==> src/rtl/branch_predictor_pkg.sv <==
// Shared constants for the dynamic branch predictor.
// Default sizes and the BEQ opcode used by IF to qualify lookups.
package branch_predictor_pkg;

    localparam int BP_ADDR_W     = 7;
    localparam int BP_ENTRIES    = 16;
    localparam int BP_CTR_WIDTH  = 2;
    localparam int BP_INIT_CTR   = 2;
    localparam int BP_STAT_WIDTH = 16;

    localparam logic [5:0] BEQ_OPCODE = 6'b000100;

    function automatic logic is_beq(input logic [5:0] opcode);
        return opcode == BEQ_OPCODE;
    endfunction

endpackage

==> src/rtl/branch_predictor_sat_counter.sv <==
// One predictor table entry: saturating up/down counter.
// Clear loads INIT and wins over inc/dec; async active-low reset also loads INIT.
module sat_counter #(
    parameter int CTR_W = 2,
    parameter int INIT  = 2
) (
    input  logic             clk_i,
    input  logic             rst_n_i,
    input  logic             clear_i,
    input  logic             inc_i,
    input  logic             dec_i,
    output logic [CTR_W-1:0] cnt_o
);

    localparam logic [CTR_W-1:0] INIT_V = CTR_W'(INIT);
    localparam logic [CTR_W-1:0] MAX_V  = '1;

    logic [CTR_W-1:0] cnt_q, cnt_d;

    always_comb begin
        cnt_d = cnt_q;
        if (clear_i) begin
            cnt_d = INIT_V;
        end else if (inc_i && cnt_q != MAX_V) begin
            cnt_d = cnt_q + CTR_W'(1);
        end else if (dec_i && cnt_q != '0) begin
            cnt_d = cnt_q - CTR_W'(1);
        end
    end

    always_ff @(posedge clk_i or negedge rst_n_i) begin
        if (!rst_n_i) begin
            cnt_q <= INIT_V;
        end else begin
            cnt_q <= cnt_d;
        end
    end

    assign cnt_o = cnt_q;

endmodule

==> src/rtl/branch_predictor.sv <==
// Direct-mapped table of saturating counters; untagged, so PCs sharing low bits alias.
// Prediction and mispredict flag are combinational; table and statistics update on the clock.
module branch_predictor
    import branch_predictor_pkg::*;
#(
    parameter int ADDR_W   = BP_ADDR_W,
    parameter int ENTRIES  = BP_ENTRIES,
    parameter int CTR_W    = BP_CTR_WIDTH,
    parameter int INIT_CTR = BP_INIT_CTR,
    parameter int STAT_W   = BP_STAT_WIDTH
) (
    input  logic              clk_i,
    input  logic              rst_n_i,
    input  logic [ADDR_W-1:0] lookup_pc_i,
    input  logic              lookup_branch_i,
    output logic              predict_taken_o,
    input  logic              upd_valid_i,
    input  logic [ADDR_W-1:0] upd_pc_i,
    input  logic              upd_taken_i,
    input  logic              upd_pred_i,
    output logic              mispredict_o,
    input  logic              clear_i,
    output logic [STAT_W-1:0] branch_cnt_o,
    output logic [STAT_W-1:0] mispred_cnt_o
);

    localparam int IDX_W = $clog2(ENTRIES);

    logic [IDX_W-1:0] lk_idx, up_idx;
    logic [CTR_W-1:0] ctr [ENTRIES];
    logic             unused_pc_hi;

    assign lk_idx       = lookup_pc_i[IDX_W-1:0];
    assign up_idx       = upd_pc_i[IDX_W-1:0];
    assign unused_pc_hi = ^{lookup_pc_i[ADDR_W-1:IDX_W], upd_pc_i[ADDR_W-1:IDX_W]};

    for (genvar g = 0; g < ENTRIES; g++) begin : g_entry
        logic hit;
        assign hit = upd_valid_i && (up_idx == IDX_W'(g));
        sat_counter #(
            .CTR_W (CTR_W),
            .INIT  (INIT_CTR)
        ) u_ctr (
            .clk_i   (clk_i),
            .rst_n_i (rst_n_i),
            .clear_i (clear_i),
            .inc_i   (hit && upd_taken_i),
            .dec_i   (hit && !upd_taken_i),
            .cnt_o   (ctr[g])
        );
    end

    // Reads the registered entry, so a same-cycle update to this index is not visible yet.
    assign predict_taken_o = lookup_branch_i & ctr[lk_idx][CTR_W-1];
    assign mispredict_o    = upd_valid_i & (upd_pred_i ^ upd_taken_i);

    logic [STAT_W-1:0] branch_cnt_q, branch_cnt_d;
    logic [STAT_W-1:0] mispred_cnt_q, mispred_cnt_d;

    always_comb begin
        branch_cnt_d  = branch_cnt_q;
        mispred_cnt_d = mispred_cnt_q;
        if (clear_i) begin
            branch_cnt_d  = '0;
            mispred_cnt_d = '0;
        end else if (upd_valid_i) begin
            if (branch_cnt_q != '1) begin
                branch_cnt_d = branch_cnt_q + STAT_W'(1);
            end
            if (mispredict_o && mispred_cnt_q != '1) begin
                mispred_cnt_d = mispred_cnt_q + STAT_W'(1);
            end
        end
    end

    always_ff @(posedge clk_i or negedge rst_n_i) begin
        if (!rst_n_i) begin
            branch_cnt_q  <= '0;
            mispred_cnt_q <= '0;
        end else begin
            branch_cnt_q  <= branch_cnt_d;
            mispred_cnt_q <= mispred_cnt_d;
        end
    end

    assign branch_cnt_o  = branch_cnt_q;
    assign mispred_cnt_o = mispred_cnt_q;

endmodule

==> config.mk <==
export PLATFORM = sky130hd
export DESIGN_NAME = branch_predictor
export DESIGN_NICKNAME = d
export VERILOG_FILES = /design/src/rtl/branch_predictor_pkg.sv /design/src/rtl/branch_predictor_sat_counter.sv /design/src/rtl/branch_predictor.sv
export SDC_FILE = /design/constraint.sdc
export NUM_CORES = 1
export LEC_CHECK = 0
export CORE_ASPECT_RATIO = 0.6
export CORE_UTILIZATION = 32
export DETAILED_ROUTE_END_ITERATION = 10
export HOLD_SLACK_MARGIN = 0.15
export PLACE_DENSITY = 0.64
export SLEW_MARGIN = 20
export SYNTH_ARGS = -nofsm -noshare
export SYNTH_HDL_FRONTEND = slang
export SYNTH_SLANG_ARGS = --single-unit
==> constraint.sdc <==
create_clock -name clk_i -period 1.8 [get_ports clk_i]
set_input_delay 0.18 -clock clk_i [delete_from_list [all_inputs] [get_ports clk_i]]
set_output_delay 0.18 -clock clk_i [all_outputs]
set_load 0.1 [all_outputs]
## Word-level counts from Yosys, hierarchy flattened

Cells that the tools add are included.

- Muxes and demuxes: 57
- Equal/unequal tests: 33
- Reductions and logical operators: 120
- Magnitude comparators: 1
- Add/sub/neg operators: 34
- Bitwise gates (word level): 4

Operators by type and width:

| kind | count |
|---|---|
| 2-bit two-way mux | 50 |
| 16-bit two-way mux | 6 |
| 1-bit logical AND | 81 |
| 3-bit nonzero test | 16 |
| 2-bit nonzero test | 19 |
| 16-bit by 1-bit adder with 16-bit output (second input constant) | 2 |
| 2-bit by 1-bit adder with 2-bit output (second input constant) | 16 |
| 4-bit equality test (second input constant) | 8 |
| 16-bit != test (second input constant) | 2 |
| 2-bit != test (second input constant) | 16 |
| 2-bit by 1-bit subtractor with 2-bit output (second input constant) | 16 |
| 4-bit by 3-bit equality test with 1-bit output (second input constant) | 4 |
| 2-bit binary-select mux with 4-bit select | 1 |
| 4-bit by 2-bit equality test with 1-bit output (second input constant) | 2 |
| 5-bit greater-or-equal comparator (second input constant) | 1 |
| 4-bit inverter with 5-bit output | 1 |
| 4-bit by 1-bit equality test with 1-bit output (second input constant) | 1 |
| 4-bit zero test | 1 |
| 2-bit AND reduction | 2 |
| 1-bit AND | 2 |
| 1-bit zero test | 1 |
| 1-bit XOR | 1 |

- Register bits after elaboration: 64
- Word-level logic and storage cells: 267
- Input port bits: 21

## Logic depth before layout (Yosys ltp)

Gate-level depths: netlist (run 1).

- Depth in word-level cells: 7
- Mapped depth: 6

## By module

From an unflattened synthesis (run 1), not the netlist that was laid out.

- Cell total of the unflattened synthesis: 439
- Area, all modules: 3913.8 sq um

Modules (own cells, without submodules):

| module | cells an instance | area each (sq um) | seq. area each (sq um) | instances |
|---|---|---|---|---|
| branch_predictor | 263 | 2252.2 | 800.8 | 1 |
| sat_counter | 11 | 103.8 | 51.3 | 16 |

## Least setup slack after synthesis (run 1)

OpenSTA, ideal clock, no wires.

- Path kind: register to register
- From: register branch_cnt_q[1], in the netlist branch_cnt_o[1]
- To: register branch_cnt_q[5], in the netlist branch_cnt_o[5]
- Data required time: 1.675 ns
- Cell stages (with the launch flop): 6
- Clock period less this slack: 2.470 ns
- Path slack: -0.670 ns
- Arrival time: 2.345 ns
- Setup time: 0.125 ns
- Path through: dfrtp_1 -> ha_1 -> nand4_2 -> nor4_2 -> and3b_1 -> mux2_2

- Cells in the longest elaborated chain, start to end: 4
- Elaborated cells on any way between the ends: 7
- Classes of those cells: 1 x add/sub; 1 x eq/ne; 3 x mux; 2 x reduce/logical

RTL lines:

| element | line | source |
|---|---|---|
| start, declared | branch_predictor.sv:57 | `logic [STAT_W-1:0] branch_cnt_q, branch_cnt_d;` |
| start signal, assigned | branch_predictor.sv:81 | `branch_cnt_q <= branch_cnt_d;` |
| 16-bit by 1-bit adder with 16-bit output | branch_predictor.sv:68 | `branch_cnt_d = branch_cnt_q + STAT_W'(1);` |
| 16-bit two-way mux | branch_predictor.sv:67 | `if (branch_cnt_q != '1) begin` |
| 16-bit two-way mux | branch_predictor.sv:66 | `end else if (upd_valid_i) begin` |
| 16-bit two-way mux | branch_predictor.sv:63 | `if (clear_i) begin` |

Several ways; a longest one is shown, not always the timed one. The select of a mux whose other input is x is not followed.
A chain may end at the register's enable or synchronous reset.

## Worst setup path after layout (run 1)

- From: register g_entry[15].u_ctr.cnt_q[1]
- To: output predict_taken_o

- Cells in the longest elaborated chain, start to end: 4

RTL lines:

| element | line | source |
|---|---|---|
| start, declared | branch_predictor_sat_counter.sv:18 | `logic [CTR_W-1:0] cnt_q, cnt_d;` |
| start signal, assigned | branch_predictor_sat_counter.sv:35 | `cnt_q <= cnt_d;` |
| 2-bit binary-select mux with 4-bit select | branch_predictor.sv:54 | `assign predict_taken_o = lookup_branch_i & ctr[lk_idx][CTR_W-1];` |
| 2-bit two-way mux (not written as such) (2 in a row) | branch_predictor.sv:54 |  |
| 1-bit AND | branch_predictor.sv:54 |  |
| end, declared | branch_predictor.sv:16 | `output logic predict_taken_o,` |

Every way passes these cells. The select of a mux whose other input is x is not followed.

==> results.txt, run 1 <==
min Tclk post-route - 1.86 ns
root buffer cell - clkbuf_16
final clock skew - 0.00578 ns
post-synthesis mux area share - 5.82%
Fillers - 1,105
worst slew pin tran - 0.487 ns
TritonCTS clock tree - built
switching share of power - 27.3%
first-pass GRT wire length - 17.8 mm
final wirelength - 10.8 mm
Int Pwr - 2.72 mW
Synth Area in Compound Gates - 19.1%
Syn Inst Count - 436
Die Footprint - 0.0124 mm^2
Startpoint Class - flop
multi-input logic area - 0.00216 mm^2
Buffers & Inverters on Critical Path - 1
# diodes - 0
slowest stage delay, CP - 0.50 ns
reg2reg path depth - 5
chip width - 143 um
Post-Synth Simple-Gate Area - 27.3%
Initial Util - 33.3%
share of post-route cells with drive strength above 1 - 32.3%
vias per inst - 5.46
WP data arrival - 1.68 ns
maximum clock rate - 538 MHz
Req. time, crit path - 1.62 ns
Hold WC Path Type - input port to flop
ys flop type - dfrtp_1
r2r setup slk - 0.03 ns
Clock Sink Count - 64
Iter 0 DRT Violations - 245
Yosys cell types - 50
final setup margin - -0.0577 ns
Post-Syn Area per Cell - 8.78 um^2
maxcap violations - 0
synth top area cells - dfrtp_1, dfstp_2, a21oi_1, nor2_1, o21ai_0
gr ovfl total - 0
overall power consumption - 3.74 mW
Register Area - 0.00169 mm^2
crit path kind - flop to output port
crit share post-route - 103%
NumNets Final - 545
failing checks - negative setup slack
Slew Viols, Final - 0
# DRC - 0
clock slew at reported path FFs - 0.05 ns
combinational family with the most area after synthesis - simple AND/OR/NAND/NOR gates
Seq pwr share - 42.5%
maximum clock path buffer count - 2
wire per inst - 15.7 um
Die Span Y - 86.7 um
Hold Crit Endpoint - mispred_cnt_o[3]$_DFFE_PN0P_
aggregate global-route resource usage - 18.8%
slowest CP cell - mux4_2
worst hold start - clear_i
worst-path fanout max - 2
fraction of registers with async set/reset - 100%
sequential-to-total area share from yosys stat - 42.4%
most common cell in the synthesized netlist - nor2_1
core box area - 0.0115 mm^2
CP endpoint kind - output port
I/O pins - 55
final setup fails - 1
r2r endpoint - branch_cnt_o[5]$_DFFE_PN0P_
Mapped Nets - 459
later-pin clock latency in the skew report - 0.34 ns
top-area cell type share of the netlist area - 31.4%
area grow syn2layout - 36.6%
initial antenna violation count - 0
P_sw - 1.02 mW
worst hold path stage count - 3
crit-path cells - mux4_2 -> mux2i_4 -> o22ai_4 -> buf_12
routed vias - 3,749
post-route ant nets - 0
pwr dens - 715 mW/mm^2
Post-synth EDFFs - 0
H-tree depth - 3
Rel. slew slack - 67.5%
Cell Rows - 30
VDD IR-drop max - 440 uV
status - finished, violations left
LEAKAGE - 2.10 nW
IO Port Bufs - 48
vias in the first global route - 3,523
delay-heaviest family, CP - multiplexers
Netlist Area Pre-Place - 0.00383 mm^2
post-synthesis adder-cell area fraction - 1.18%
critical register-to-register path startpoint - branch_cnt_o[1]$_DFFE_PN0P_
clock share of power - 42.4%
Inserted Clock Buffers - 9
area share of xor/xnor cells in the synthesized design - 0.654%
Placer Congestion - 0.830
RSZ-0062 raised after global routing - yes
FF+latch count, synth - 64
Pre-antenna DRT Iters - 4
area leader, netlist - dfrtp_1
final core occ - 45.5%
Logic pwr share - 15.1%
HPWL after DPL - 7.45 mm
top cells by count, synth - nor2_1, a21oi_1, dfrtp_1
YS warnings - 0
final hold violations - 0
largest net degree at the start of global routing - 65
[how the worst max path moves through the flow]
stage	from	to	slack [ns]	cells after the start
after floorplan	mispred_cnt_o[2]$_DFFE_PN0P_	mispred_cnt_o[7]$_DFFE_PN0P_	-0.12	6
after CTS	g_entry[15].u_ctr.cnt_o[1]$_DFFE_PN1P_	predict_taken_o	-0.06	4
after global routing	g_entry[15].u_ctr.cnt_o[1]$_DFFE_PN1P_	predict_taken_o	-0.09	4
after detailed placement	lookup_pc_i[0]	predict_taken_o	-0.19	5
after global placement	lookup_pc_i[0]	predict_taken_o	-0.17	5
final	g_entry[15].u_ctr.cnt_o[1]$_DFFE_PN1P_	predict_taken_o	-0.06	4
[worst reg2reg max path, cell delays in order (launching register included)]
cell     delay, ns
dfrtp_4       0.44
ha_4          0.16
nand4_4       0.10
nor4_4        0.45
and3b_1       0.24
mux2_2        0.26
[stage by stage]
| step | hold WS (ns) | cells | area (um^2) | worst slack, ns | TNS (ns) |
|---|---|---|---|---|---|
| global placement | 0.228 | 658 | 4820 | -0.172 | -1.28 |
| detailed placement | 0.228 | 658 | 4820 | -0.195 | -2.13 |
| CTS | 0.304 | 680 | 5140 | -0.0613 | -0.0613 |
| global route | 0.308 | 687 | 5230 | -0.0916 | -0.168 |
| floorplan | -0.116 | 436 | 3960 | -0.120 | -0.792 |
| finish | 0.301 | 687 | 5230 | -0.0577 | -0.0577 |
[registers in the layout, summed over array words and instances, names as in the netlist]
name / cells
mispred_cnt_o: 16
g_entry.u_ctr.cnt_o: 32
branch_cnt_o: 16
[power groups by stage]
stage | Combinational [mW] | Sequential [mW] | Clock, mW
2_1_floorplan | 0.262 | 1.65 | 0
3_3_place_gp | 0.504 | 1.62 | 0
3_5_place_dp | 0.519 | 1.62 | 0
4_1_cts | 0.552 | 1.59 | 1.62
5_1_grt | 0.612 | 1.59 | 1.70
6_report | 0.565 | 1.59 | 1.58
[logic make-up after synthesis]
logic type | after synthesis
xor gates and xnor gates | 2
buffers and inverters | 33
adders and majority gates | 4
muxes | 19
and+or+nand+nor | 193
DFF | 64
AOI/OAI and AO/OA | 121
[routing by layer]
metal	GRT usage, %	routed length, um
met5	0	0
met4	6.74	160
met2	28.2	4690
met1	26.0	5330
met3	5.03	595
[final cells by class]
| class | count | share of cell area [%] |
|---|---|---|
| clock inverters | 1 | 0.0957 |
| clock buffers | 15 | 4.93 |
| repair buffers | 100 | 16.9 |
| inverters | 8 | 0.574 |
| well taps | 160 | 3.83 |
| flip-flops and latches | 64 | 32.4 |
| multi-input cells | 339 | 41.2 |
[timing repair]
item,4_1_cts,5_1_grt
hold endpoints to repair,48,0
endpoints found under the setup margin,1,12
gates resized for setup,2,7
pin swaps,1,4
hold buffers,1,0
setup buffers,5,7
[cell usage in the layout, fill, tap and decap left out, types with 13 or more instances in the layout]
cell type	n
a211oi_1	13
nand3_1	19
dfstp_2	16
nand4_1	14
nor3_1	18
buf_4	76
dfrtp_1	16
dfrtp_4	13
a21oi_1	49
nand2_1	16
o21ai_0	26
dfrtp_2	19
nor2_1	65
Power figures use the tool's default switching activity.
==> run 2: changes to the inputs <==
- CORE_ASPECT_RATIO: 0.6 -> 1.5
- clock period: 1.8 -> 1.65 ns (I/O delays scaled with it)
==> run 2 against run 1 <==
Compared with the run above:
- the run still ends with negative setup slack left
- sequential power up 8%
- register-to-register slack worse by 0.11 ns
- first-iteration DRC count down 11%
- non-clock buffer count up 47
- combinational power up 30%
- setup slack worse by 0.12 ns
- total power up 21%
- sequential share of layout area down 4.3 points
- die area about the same
- critical endpoint unchanged
- largest power group is now the clock network
==> results.txt, run 2 (same netlist as run 1, synthesis figures left out) <==
Placed Area - 0.00546 mm^2 (+13%)
maximum clock rate - 549 MHz
met1 Use GR - 19.7% (-6.3 points)
IO Port Bufs - 48 (unchanged)
Post-Layout Cell Count - 724 (+5.4%)
CP endpoint kind - output port
worst slew pin tran - 0.493 ns (+0.00644 ns)
initial antenna violation count - 0 (unchanged)
Req. time, crit path - 1.48 ns (-0.14 ns)
most common cell after layout, fill and taps aside - buf_4
Rel. slew slack - 67.1% (-0.43 points)
Die Footprint - 0.0124 mm^2 (about the same)
Clock Sink Count - 64 (unchanged)
final hold violations - 0 (unchanged)
worst-path fanout max - 2 (unchanged)
aggregate global-route resource usage - 18.9% (+0.061 points)
# DRC - 0 (unchanged)
max reg flops - 32 (unchanged)
vias per inst - 5.47 (+0.31%)
Die Span Y - 136 um (+57%)
Slew Viols, Final - 0 (unchanged)
clock slew at reported path FFs - 0.05 ns (about the same)
Cell Rows - 48 (+60%)
TritonCTS clock tree - built
Pre-antenna DRT Iters - 4 (unchanged)
core box area - 0.0116 mm^2 (+0.92%)
Hold WC Path Type - input port to flop
final wirelength - 11.6 mm (+7.6%)
H-tree depth - 3 (unchanged)
Inserted Clock Buffers - 9 (unchanged)
gr ovfl total - 0 (unchanged)
HPWL after DPL - 7.67 mm (+2.9%)
routed vias - 3,963 (+5.7%)
setup slack at placement - -0.340 ns (-0.145 ns)
status - finished, violations left
maximum clock path buffer count - 2 (unchanged)
area grow syn2layout - 60.7%
RSZ-0062 raised after global routing - yes
final setup fails - 9 (+8)
Final Cell Area - 0.00615 mm^2 (+18%)
pwr dens - 736 mW/mm^2 (+2.9%)
# diodes - 0 (unchanged)
Post-Route Setup TNS - -0.419 ns (-0.361 ns)
vias in the first global route - 3,935 (+12%)
share of post-route cells with drive strength above 1 - 42.2% (+9.9 points)
chip width - 91.3 um (-36%)
WP data arrival - 1.66 ns (-0.02 ns)
wire per inst - 16.0 um (+2.1%)
Startpoint Class - flop
LEAKAGE - 2.44 nW (+17%)
Placed Instances - 679 (+3.2%)
layer carrying the most global-route usage - met2
first-pass GRT wire length - 18.5 mm (+4.1%)
final clock skew - 0.00455 ns (-0.00123 ns)
GR Layer Usage met3 - 2.29% (-2.7 points)
VDD IR-drop max - 745 uV (+69%)
largest net degree at the start of global routing - 65 (unchanged)
crit path kind - flop to output port
crit share post-route - 110%
GR Util met2 - 35.6% (+7.4 points)
most frequent cells in the layout - buf_4, nor2_1, a21oi_1, buf_12, dfrtp_4
maxcap violations - 0 (unchanged)
later-pin clock latency in the skew report - 0.33 ns (about the same)
Placer Congestion - 0.816 (-1.7%)
I/O pins - 55 (unchanged)
final setup margin - -0.173 ns (-0.115 ns)
root buffer cell - clkbuf_16
Iter 0 DRT Violations - 217 (-11%)
min Tclk post-route - 1.82 ns
post-route ant nets - 0 (unchanged)
NumNets Final - 592 (+8.6%)
failing checks - negative setup slack
Initial Util - 33.0% (-0.30 points)
run 2: cell count changes in the layout (fill, tap and decap cells not counted), moves of 4 or more:
| cell | change |
|---|---|
| buf_4 | +12 |
| clkbuf_1 | -4 |
| dfrtp_2 | -13 |
| buf_6 | +6 |
| buf_12 | +29 |
| and3_4 | +4 |
| dfrtp_4 | +13 |
run 2: worst paths after layout:
kind,start,end,slack [ns],depth (start not counted)
min in group asynchronous,rst_n_i,g_entry[13].u_ctr.cnt_o[0]$_DFFE_PN0P_,0.39,3
min reg2reg,g_entry[2].u_ctr.cnt_o[1]$_DFFE_PN1P_,g_entry[2].u_ctr.cnt_o[1]$_DFFE_PN1P_,0.57,2
max in group asynchronous,rst_n_i,g_entry[10].u_ctr.cnt_o[1]$_DFFE_PN1P_,0.94,3
min,clear_i,mispred_cnt_o[11]$_DFFE_PN0P_,0.31,3
max,g_entry[7].u_ctr.cnt_o[1]$_DFFE_PN1P_,predict_taken_o,-0.17,4
max reg2reg,mispred_cnt_o[0]$_DFFE_PN0P_,mispred_cnt_o[13]$_DFFE_PN0P_,-0.08,6
run 2: stage by stage:
stage / hold WS (ns) / util (%) / power, mW
final: 0.309 / 53.0 / 4.52
after global routing: 0.331 / 53.0 / 4.68
after CTS: 0.300 / 51.4 / 4.51
after detailed placement: 0.210 / 47.1 / 2.37
after global placement: 0.207 / 47.1 / 2.35
after floorplan: -0.131 / - / 2.09
run 2: worst max-delay path: stages, from the launching register on:
cell,delay (ns)
dfstp_2,0.38
mux4_2,0.51
mux2i_4,0.18
o22ai_4,0.09
buf_12,0.17
run 2: timing repair:
item | in CTS | in global routing
hold buffers | 1 | 0
buffers inserted | 12 | 15
endpoints found under the setup margin | 12 | 21
endpoints found under the hold margin | 64 | 0
resized for setup | 16 | 20
gates cloned | 1 | 0
pin swaps | 17 | 16
run 2: power breakdown:
part / total, mW / internal [mW] / switching [mW]
registers: 1.72 / 1.66 / 0.0584
logic: 0.733 / 0.321 / 0.412
clock network: 2.07 / 1.36 / 0.710
total: 4.52 / 3.34 / 1.18
run 2: layout make-up:
cell class / count / area (um^2)
fill: 1020 / 5440
timing repair buffer: 147 / 1630
clock inverter: 5 / 80.1
clock buffer: 11 / 243
inverter: 8 / 30.0
sequential: 64 / 1730
tap: 150 / 188
multi-input combinational: 339 / 2260
run 2: metal layers:
layer / up-vias / wire (um)
met4: 0 / 342
met5: - / 0
li1: 1901 / -
met1: 1961 / 4620
met3: 23 / 285
met2: 78 / 6360
